==> src/rtl/uart_rx_axis.sv <==
// 8N1 UART receiver: 2-flop synchroniser, mid-bit sampling FSM, and a small
// FIFO presenting received bytes on an AXI-Stream-style byte interface.
module uart_rx_axis #(
  parameter int unsigned CLKS_PER_BIT = 278,
  parameter logic [7:0]  EOL_CHAR     = 8'h0A,
  parameter int unsigned DEPTH        = 4
) (
  input  logic       i_clk,
  input  logic       i_rst,
  input  logic       i_uart_rx,
  output logic [7:0] o_tdata,
  output logic       o_tlast,
  output logic       o_tvalid,
  input  logic       i_tready,
  output logic       o_frame_err,
  output logic       o_overrun
);

  localparam int unsigned CW   = $clog2(CLKS_PER_BIT);
  localparam int unsigned AW   = $clog2(DEPTH);
  localparam int unsigned NW   = AW + 1;
  localparam int unsigned HALF = CLKS_PER_BIT / 2;

  typedef enum logic [2:0] {
    S_IDLE, S_START, S_DATA, S_STOP, S_BREAK
  } state_t;

  logic          r_rx_meta, r_rx_s;
  state_t        r_state, w_state_nxt;
  logic [CW-1:0] r_cnt, w_cnt_nxt;
  logic [2:0]    r_bit, w_bit_nxt;
  logic [7:0]    r_shift, w_shift_nxt;
  logic          w_push, w_ferr;

  logic [8:0]    r_mem [DEPTH];
  logic [AW-1:0] r_wr_ptr, r_rd_ptr, w_rd_ptr_nxt;
  logic [NW-1:0] r_count, w_count_nxt;
  logic [7:0]    r_tdata;
  logic          r_tlast, r_tvalid, r_frame_err, r_overrun;
  logic          w_pop, w_wr, w_ovr;
  logic [8:0]    w_entry, w_head_nxt;

  // Receive state register and line synchroniser
  always_ff @(posedge i_clk) begin
    if (i_rst) begin
      r_rx_meta <= 1'b1;
      r_rx_s    <= 1'b1;
      r_state   <= S_IDLE;
      r_cnt     <= '0;
      r_bit     <= '0;
      r_shift   <= '0;
    end else begin
      r_rx_meta <= i_uart_rx;
      r_rx_s    <= r_rx_meta;
      r_state   <= w_state_nxt;
      r_cnt     <= w_cnt_nxt;
      r_bit     <= w_bit_nxt;
      r_shift   <= w_shift_nxt;
    end
  end

  // Next-state: the baud counter counts down and a sample is taken when it hits zero
  always_comb begin
    w_state_nxt = r_state;
    w_cnt_nxt   = r_cnt;
    w_bit_nxt   = r_bit;
    w_shift_nxt = r_shift;
    w_push      = 1'b0;
    w_ferr      = 1'b0;
    unique case (r_state)
      S_IDLE: begin
        if (!r_rx_s) begin
          w_state_nxt = S_START;
          w_cnt_nxt   = CW'(HALF - 1);
        end
      end
      S_START: begin
        if (r_cnt != '0) begin
          w_cnt_nxt = r_cnt - CW'(1);
        end else if (r_rx_s) begin
          w_state_nxt = S_IDLE;
        end else begin
          w_state_nxt = S_DATA;
          w_cnt_nxt   = CW'(CLKS_PER_BIT - 1);
          w_bit_nxt   = 3'd0;
        end
      end
      S_DATA: begin
        if (r_cnt != '0) begin
          w_cnt_nxt = r_cnt - CW'(1);
        end else begin
          w_shift_nxt = {r_rx_s, r_shift[7:1]};
          w_cnt_nxt   = CW'(CLKS_PER_BIT - 1);
          if (r_bit == 3'd7) begin
            w_state_nxt = S_STOP;
          end else begin
            w_bit_nxt = r_bit + 3'd1;
          end
        end
      end
      S_STOP: begin
        if (r_cnt != '0) begin
          w_cnt_nxt = r_cnt - CW'(1);
        end else if (r_rx_s) begin
          w_push      = 1'b1;
          w_state_nxt = S_IDLE;
        end else begin
          w_ferr      = 1'b1;
          w_state_nxt = S_BREAK;
        end
      end
      S_BREAK: begin
        if (r_rx_s) w_state_nxt = S_IDLE;
      end
      default: w_state_nxt = S_IDLE;
    endcase
  end

  // FIFO control; a push into a full FIFO is allowed only alongside a pop
  always_comb begin
    w_pop        = r_tvalid & i_tready;
    w_wr         = w_push & ((r_count < NW'(DEPTH)) | w_pop);
    w_ovr        = w_push & ~w_wr;
    w_count_nxt  = r_count + NW'(w_wr) - NW'(w_pop);
    w_rd_ptr_nxt = r_rd_ptr + AW'(w_pop);
    w_entry      = {r_shift == EOL_CHAR, r_shift};
    w_head_nxt   = {r_tlast, r_tdata};
    if (w_wr && ((r_count - NW'(w_pop)) == '0)) begin
      w_head_nxt = w_entry;
    end else if (w_count_nxt != '0) begin
      w_head_nxt = r_mem[w_rd_ptr_nxt];
    end
  end

  always_ff @(posedge i_clk) begin
    if (w_wr) r_mem[r_wr_ptr] <= w_entry;
  end

  // Head beat is registered so tdata/tlast stay stable while stalled
  always_ff @(posedge i_clk) begin
    if (i_rst) begin
      r_wr_ptr    <= '0;
      r_rd_ptr    <= '0;
      r_count     <= '0;
      r_tdata     <= '0;
      r_tlast     <= 1'b0;
      r_tvalid    <= 1'b0;
      r_frame_err <= 1'b0;
      r_overrun   <= 1'b0;
    end else begin
      r_wr_ptr    <= r_wr_ptr + AW'(w_wr);
      r_rd_ptr    <= w_rd_ptr_nxt;
      r_count     <= w_count_nxt;
      r_tdata     <= w_head_nxt[7:0];
      r_tlast     <= w_head_nxt[8];
      r_tvalid    <= (w_count_nxt != '0);
      r_frame_err <= w_ferr;
      r_overrun   <= w_ovr;
    end
  end

  assign o_tdata     = r_tdata;
  assign o_tlast     = r_tlast;
  assign o_tvalid    = r_tvalid;
  assign o_frame_err = r_frame_err;
  assign o_overrun   = r_overrun;

endmodule

==> config.mk <==
export PLATFORM = sky130hd
export DESIGN_NAME = uart_rx_axis
export DESIGN_NICKNAME = d
export VERILOG_FILES = /design/src/rtl/uart_rx_axis.sv
export SDC_FILE = /design/constraint.sdc
export NUM_CORES = 1
export LEC_CHECK = 0
export ABC_AREA = 1
export BUFFER_PORTS_ARGS = -buffer_cell sky130_fd_sc_hd__buf_2
export CAP_MARGIN = 30
export CORE_AREA = 2 2 81 83
export CTS_CLUSTER_SIZE = 20
export DETAILED_ROUTE_END_ITERATION = 16
export DIE_AREA = 0 0 83 85
export GPL_TIMING_DRIVEN = 0
export PLACE_DENSITY = 0.78
export SETUP_SLACK_MARGIN = 0.15
export SYNTH_ARGS = -nofsm -noshare
export SYNTH_HDL_FRONTEND = slang
export SYNTH_SLANG_ARGS = --single-unit
==> constraint.sdc <==
create_clock -name i_clk -period 7.55 [get_ports i_clk]
set_clock_uncertainty 0.1 [all_clocks]
set_input_delay 1.1325 -clock i_clk [delete_from_list [all_inputs] [get_ports i_clk]]
set_output_delay 1.1325 -clock i_clk [all_outputs]
set_load 0.02 [all_outputs]
== Word-level counts from Yosys, hierarchy flattened ==
Memory sizes are Yosys's and may differ from the RTL's.
Index checks and enable logic that the tools add are counted.
Cells by class
  $add $sub $neg: 7
  $lt $le $gt $ge: 1
  equal/unequal tests: 16
  mux-type cells: 28
  bitwise logic cells: 7
  reductions and logical operators: 13
Operators by type and width (number)
  $mux 9: 7
  $pmux 9 s4: 1
  $mux 3: 11
  $ne 2x2->1 const B: 9
  $pmux 3 s5: 1
  $reduce_bool 9->1: 1
  $sub 9x1->9 const B: 1
  $eq 8x4->1 const B: 1
  $eq 3x2->1 const B: 2
  $eq 3x3->1 const B: 2
  $logic_not 3->1: 2
  $mux 1: 6
  $pmux 3 s2: 1
  $reduce_and 6->1: 1
  $sub 3x1->3: 2
  $reduce_and 5->1: 1
  $add 2x1->2: 2
  $reduce_and 4->1: 1
  $reduce_bool 2->1: 2
  $reduce_bool 4->1: 1
  $add 3x1->3: 1
  $add 3x1->3 const B: 1
  $and 1x1->1: 3
  $eq 3x1->1 const B: 1
  9 further kinds: 11
Storage, ports and cells
  register bits: 44
  bits in writable memories: 36
  input port bits: 4
  output and inout port bits: 12
  logic and storage cells: 87
  memories: 1
Memories
  r_mem: depth 4, bits a word 9, rd ports 1, clocked after memory_dff 0, wr ports 1, RTL line 35  | logic [8:0] r_mem [DEPTH];

== Depth between registers and ports, before layout ==
  word-level depth: 9
  gate-level depth with buffers: 20
  mapped depth without buffers: 19

== Worst setup path before layout ==
Ideal clock, no wire load.
  kind: input-to-reg
  start point: input port i_tready
  end point: register r_tdata[1] (netlist: o_tdata[1])
  setup time: 130 ps
  arrival: 3333 ps
  data required time: 7320 ps
  path slack: 3987 ps
  cell stages on the path: 17
  path buffers: 2
  path through: nand2_1 > nand2_1 > buf_1 > nand2_2 > ha_1 > inv_1 > ha_1 > fa_1 > nor2_1 > nand3_1 > buf_2 > nand2_1 > inv_1 > nand2_1 > nand2_1 > nor2_1 > nor2_1
Between the ends
  cells in the longest elaborated chain, start to end: 7
  elaborated cells on any way between the ends: 14
  classes of those cells: add/sub (4); mux (2); bitwise (3); reduce/logical (4); memory (1)
Ends and longest elaborated chain
  start: declaration: RTL line 14  | input logic i_tready,
  $and 1x1->1 *: RTL line 121  | w_pop = r_tvalid & i_tready;
  $or 1x1->1: RTL line 122  | w_wr = w_push & ((r_count < NW'(DEPTH)) | w_pop);
  $and 1x1->1: RTL line 122
  $add 3x1->3: RTL line 124  | w_count_nxt = r_count + NW'(w_wr) - NW'(w_pop);
  $sub 3x1->3 *: RTL line 124
  via w_count_nxt[1]: RTL line 37  | logic [NW-1:0] r_count, w_count_nxt;
  $reduce_bool 3->1 *: RTL line 130  | end else if (w_count_nxt != '0) begin
  $reduce_bool 2->1 (no source line) *
  end signal: assignment: RTL line 154  | r_tdata <= w_head_nxt[7:0];
  end: declaration: RTL line 38  | logic [7:0] r_tdata;
The timed path passes the listed nets; every way through them passes the cells marked *. The select of a mux whose other input is x is not followed.
A chain may end at the register's enable or synchronous reset.

== Worst setup path in the final report ==
Ends and elaborated chain as after synthesis.

==> flow_metrics.env <==
export IMPL_power_clock_fraction=0.204
export IMPL_dp_cells=571
export IMPL_synth_nets=489
export IMPL_ctsLongestPathBuffers=2
export IMPL_routed_wl_um=7678
export IMPL_cp_startpoint="i_tready"
export IMPL_max_slew_margin=0.4558
export IMPL_h_tree_depth=3
export IMPL_crit_path_max_fanout=10
export IMPL_pwr_share_seq=0.359
export IMPL_core_mm2=0.006205
export IMPL_fmax_ghz=0.2688
export IMPL_vias=2994
export IMPL_ys_top_cells_by_count="nand2_1 (142), nor2_1 (62), inv_1 (51)"
export IMPL_yosysWarningCount=0
export IMPL_antenna_cells=0
export IMPL_utilization=0.6888
export IMPL_switchingPower_uw=605.6
export IMPL_nets=519
export IMPL_synthDistinctLibCells=37
export IMPL_die_h_um=85
export IMPL_cp_data_required_time_ns=7.68
export IMPL_vdd_drop_max_mv=0.2534
export IMPL_switching_share=0.4140
export IMPL_drive_gt1_frac=0.1588
export IMPL_cts_root_buf="clkbuf_8"
export IMPL_grt_max_degree=14
export IMPL_port_buffers=15
export IMPL_die_w_um=83
export IMPL_clk_latency_ns=0.35
export IMPL_yosysMostFrequentCell="nand2_1"
export IMPL_firstDrtPassIters=4
export IMPL_synth_ff_type="dfxtp_1"
export IMPL_place_gp_congestion=0.8637
export IMPL_post_route_period_util=0.4927
export IMPL_rsz0062_at_grt="no"
export IMPL_hold_start="r_rx_meta"
export IMPL_yosys_top_cells_area="edfxtp_1 (28%), dfxtp_1 (23%), nand2_1 (14%), nor2_1 (6.0%), inv_1 (4.9%)"
export IMPL_arrival_ns=3.85
export IMPL_critPathKind="input pin to flip-flop"
export IMPL_hp_class="flip-flop to flip-flop"
export IMPL_post_cts_resized=0
export IMPL_grt_pass1_wl_um=13100
export IMPL_synth_top_area_share=0.2782
export IMPL_outcome="completed"
export IMPL_ioPinCount=16
export IMPL_crit_path_end_kind="flip-flop"
export IMPL_rows=29
export IMPL_die_area_mm2=0.007055
export IMPL_synth_largest_area_cell="edfxtp_1"
export IMPL_ys_ff_latch=80
export IMPL_ys_seq_area_frac=0.5048
export IMPL_synthArstFlopShare=0
export IMPL_cts_inserted_buffers=9
export IMPL_synth_area_mm2=0.003886
export IMPL_grt_antenna_before_repair=0
export IMPL_clkTransAtPathRegs_ns=0.08
export IMPL_worstMarginPinSlew_ns=0.8101
export IMPL_start_util=0.6263
export IMPL_hpwl_um=5510
export IMPL_power_frac_comb=0.437
export IMPL_tritoncts="built"
export IMPL_fillers=519
export IMPL_layoutNonFillerInstCount=587
export IMPL_final_setup_viol_count=0
export IMPL_drv_slew=0
export IMPL_area_delta_synth_final_pct=9.981
export IMPL_cts_num_sinks=80
export IMPL_finalHoldViolations=0
export IMPL_tns_ns=0
export IMPL_final_antenna_net_count=0
export IMPL_netlist_instances=475
export IMPL_grtUsageTotal=0.2365
export IMPL_leakagePower_nw=1.983
export IMPL_hold_buffers=0
export IMPL_grt_remaining_overflow=0
export IMPL_post_cts_buffers=0
export IMPL_r2r_start="r_cnt[0]"
export IMPL_wl_per_cell_um=13.08
export IMPL_syn_avg_cell_area_um2=8.182
export IMPL_period_needed_ns=3.720
export IMPL_timing_max_cap_violations=0
export IMPL_drcViolationCount=0
export IMPL_internal_power_uw=857.1
export IMPL_grt_pass1_vias=2885
export IMPL_startpoint_type="input pin"
export IMPL_viasPerCell=5.101
export IMPL_synth_edff_count=36
export IMPL_powerDensity_mw_per_mm2=342.2
export IMPL_drtIter0Drc=209
-- per-stage QoR --
| step | setup WS (ns) | power [mW] | cell area [um^2] | hold WS [ns] |
|---|---|---|---|---|
| 2_1_floorplan | 3.987 | 1.039 | 3886 | 0.2895 |
| 3_3_place_gp | 3.603 | 1.154 | 4058 | 0.2961 |
| 3_5_place_dp | 3.539 | 1.168 | 4085 | 0.2999 |
| 4_1_cts | 3.850 | 1.470 | 4274 | 0.3210 |
| 5_1_grt | 3.649 | 1.582 | 4274 | 0.3534 |
| 6_report | 3.830 | 1.463 | 4274 | 0.3191 |
-- cells by family after synthesis --
family          count (synthesis)  synth area share
xor+xnor                        6           0.01352
fa+ha+maj                      10           0.03413
simple gates                  260            0.3113
compound gates                 45           0.06182
flops                          80            0.5048
buf+inv                        74           0.07437
-- flip-flops by register name (all words and copies together), names as in the netlist --
register and count:
o_tvalid 1, r_rx_s 1, r_rd_ptr 2, r_cnt 9, o_overrun 1, r_state 3, o_frame_err 1, r_wr_ptr 2
o_tlast 1, r_shift 8, r_rx_meta 1, r_mem 36, r_count 3, o_tdata 8, r_bit 3
-- power by group through the flow --
stage	sequential [mW]	combinational, mW	clock [mW]
floorplan	0.554	0.484	0
global placement	0.533	0.622	0
detailed placement	0.535	0.633	0
CTS	0.526	0.641	0.303
global route	0.530	0.727	0.324
finish	0.525	0.640	0.298
-- final timing paths --
check | end | slack [ns] | cells past startpoint
worst max-delay path | o_tdata[1] | 3.83 | 18
worst min-delay path | r_rx_s | 0.32 | 1
worst max register to register | o_tdata[1] | 4.24 | 20
worst min register to register | r_rx_s | 0.32 | 1
-- worst max-delay path: stages --
cell	delay (ns)
buf_2	0.07
nand2_1	0.06
nand2_1	0.16
buf_1	0.40
nand2_2	0.19
ha_1	0.31
inv_1	0.04
ha_1	0.18
fa_1	0.45
nor2_1	0.13
nand3_1	0.10
buf_2	0.18
nand2_1	0.08
inv_1	0.05
nand2_1	0.07
nand2_1	0.07
nor2_1	0.12
nor2_1	0.04
-- per-layer routing --
layer / wire length (um) / global-route usage
met5: 0 / 0
met4: 235 / 0.1207
met3: 309 / 0.04864
met2: 3782 / 0.4018
met1: 3350 / 0.2867
-- cell type report --
type	count	area [um^2]	share of cell area
repair buffers	19	102.6	0.02400
clock inverters	2	13.76	0.003220
flip-flops and latches	80	1962	0.4590
clock buffers	14	175.2	0.04098
well taps	77	96.34	0.02254
inverters	63	239.0	0.05591
plain buffers	11	50.05	0.01171
multi-input cells	321	1635	0.3826
-- cell usage in the layout (no fill, tap or decap), types with 5 or more instances in the layout --
master and count:
a21oi_1 22, buf_2 19, clkbuf_1 5, clkbuf_8 10
dfxtp_1 44, edfxtp_1 36, ha_1 9, inv_1 51
inv_2 10, nand2_1 142, nand2_2 7, nand3_1 10
nand4_1 10, nor2_1 62, nor2_4 5, nor3_1 5
o21ai_0 13, o21ai_1 6
(Power assumes the default switching activity.)
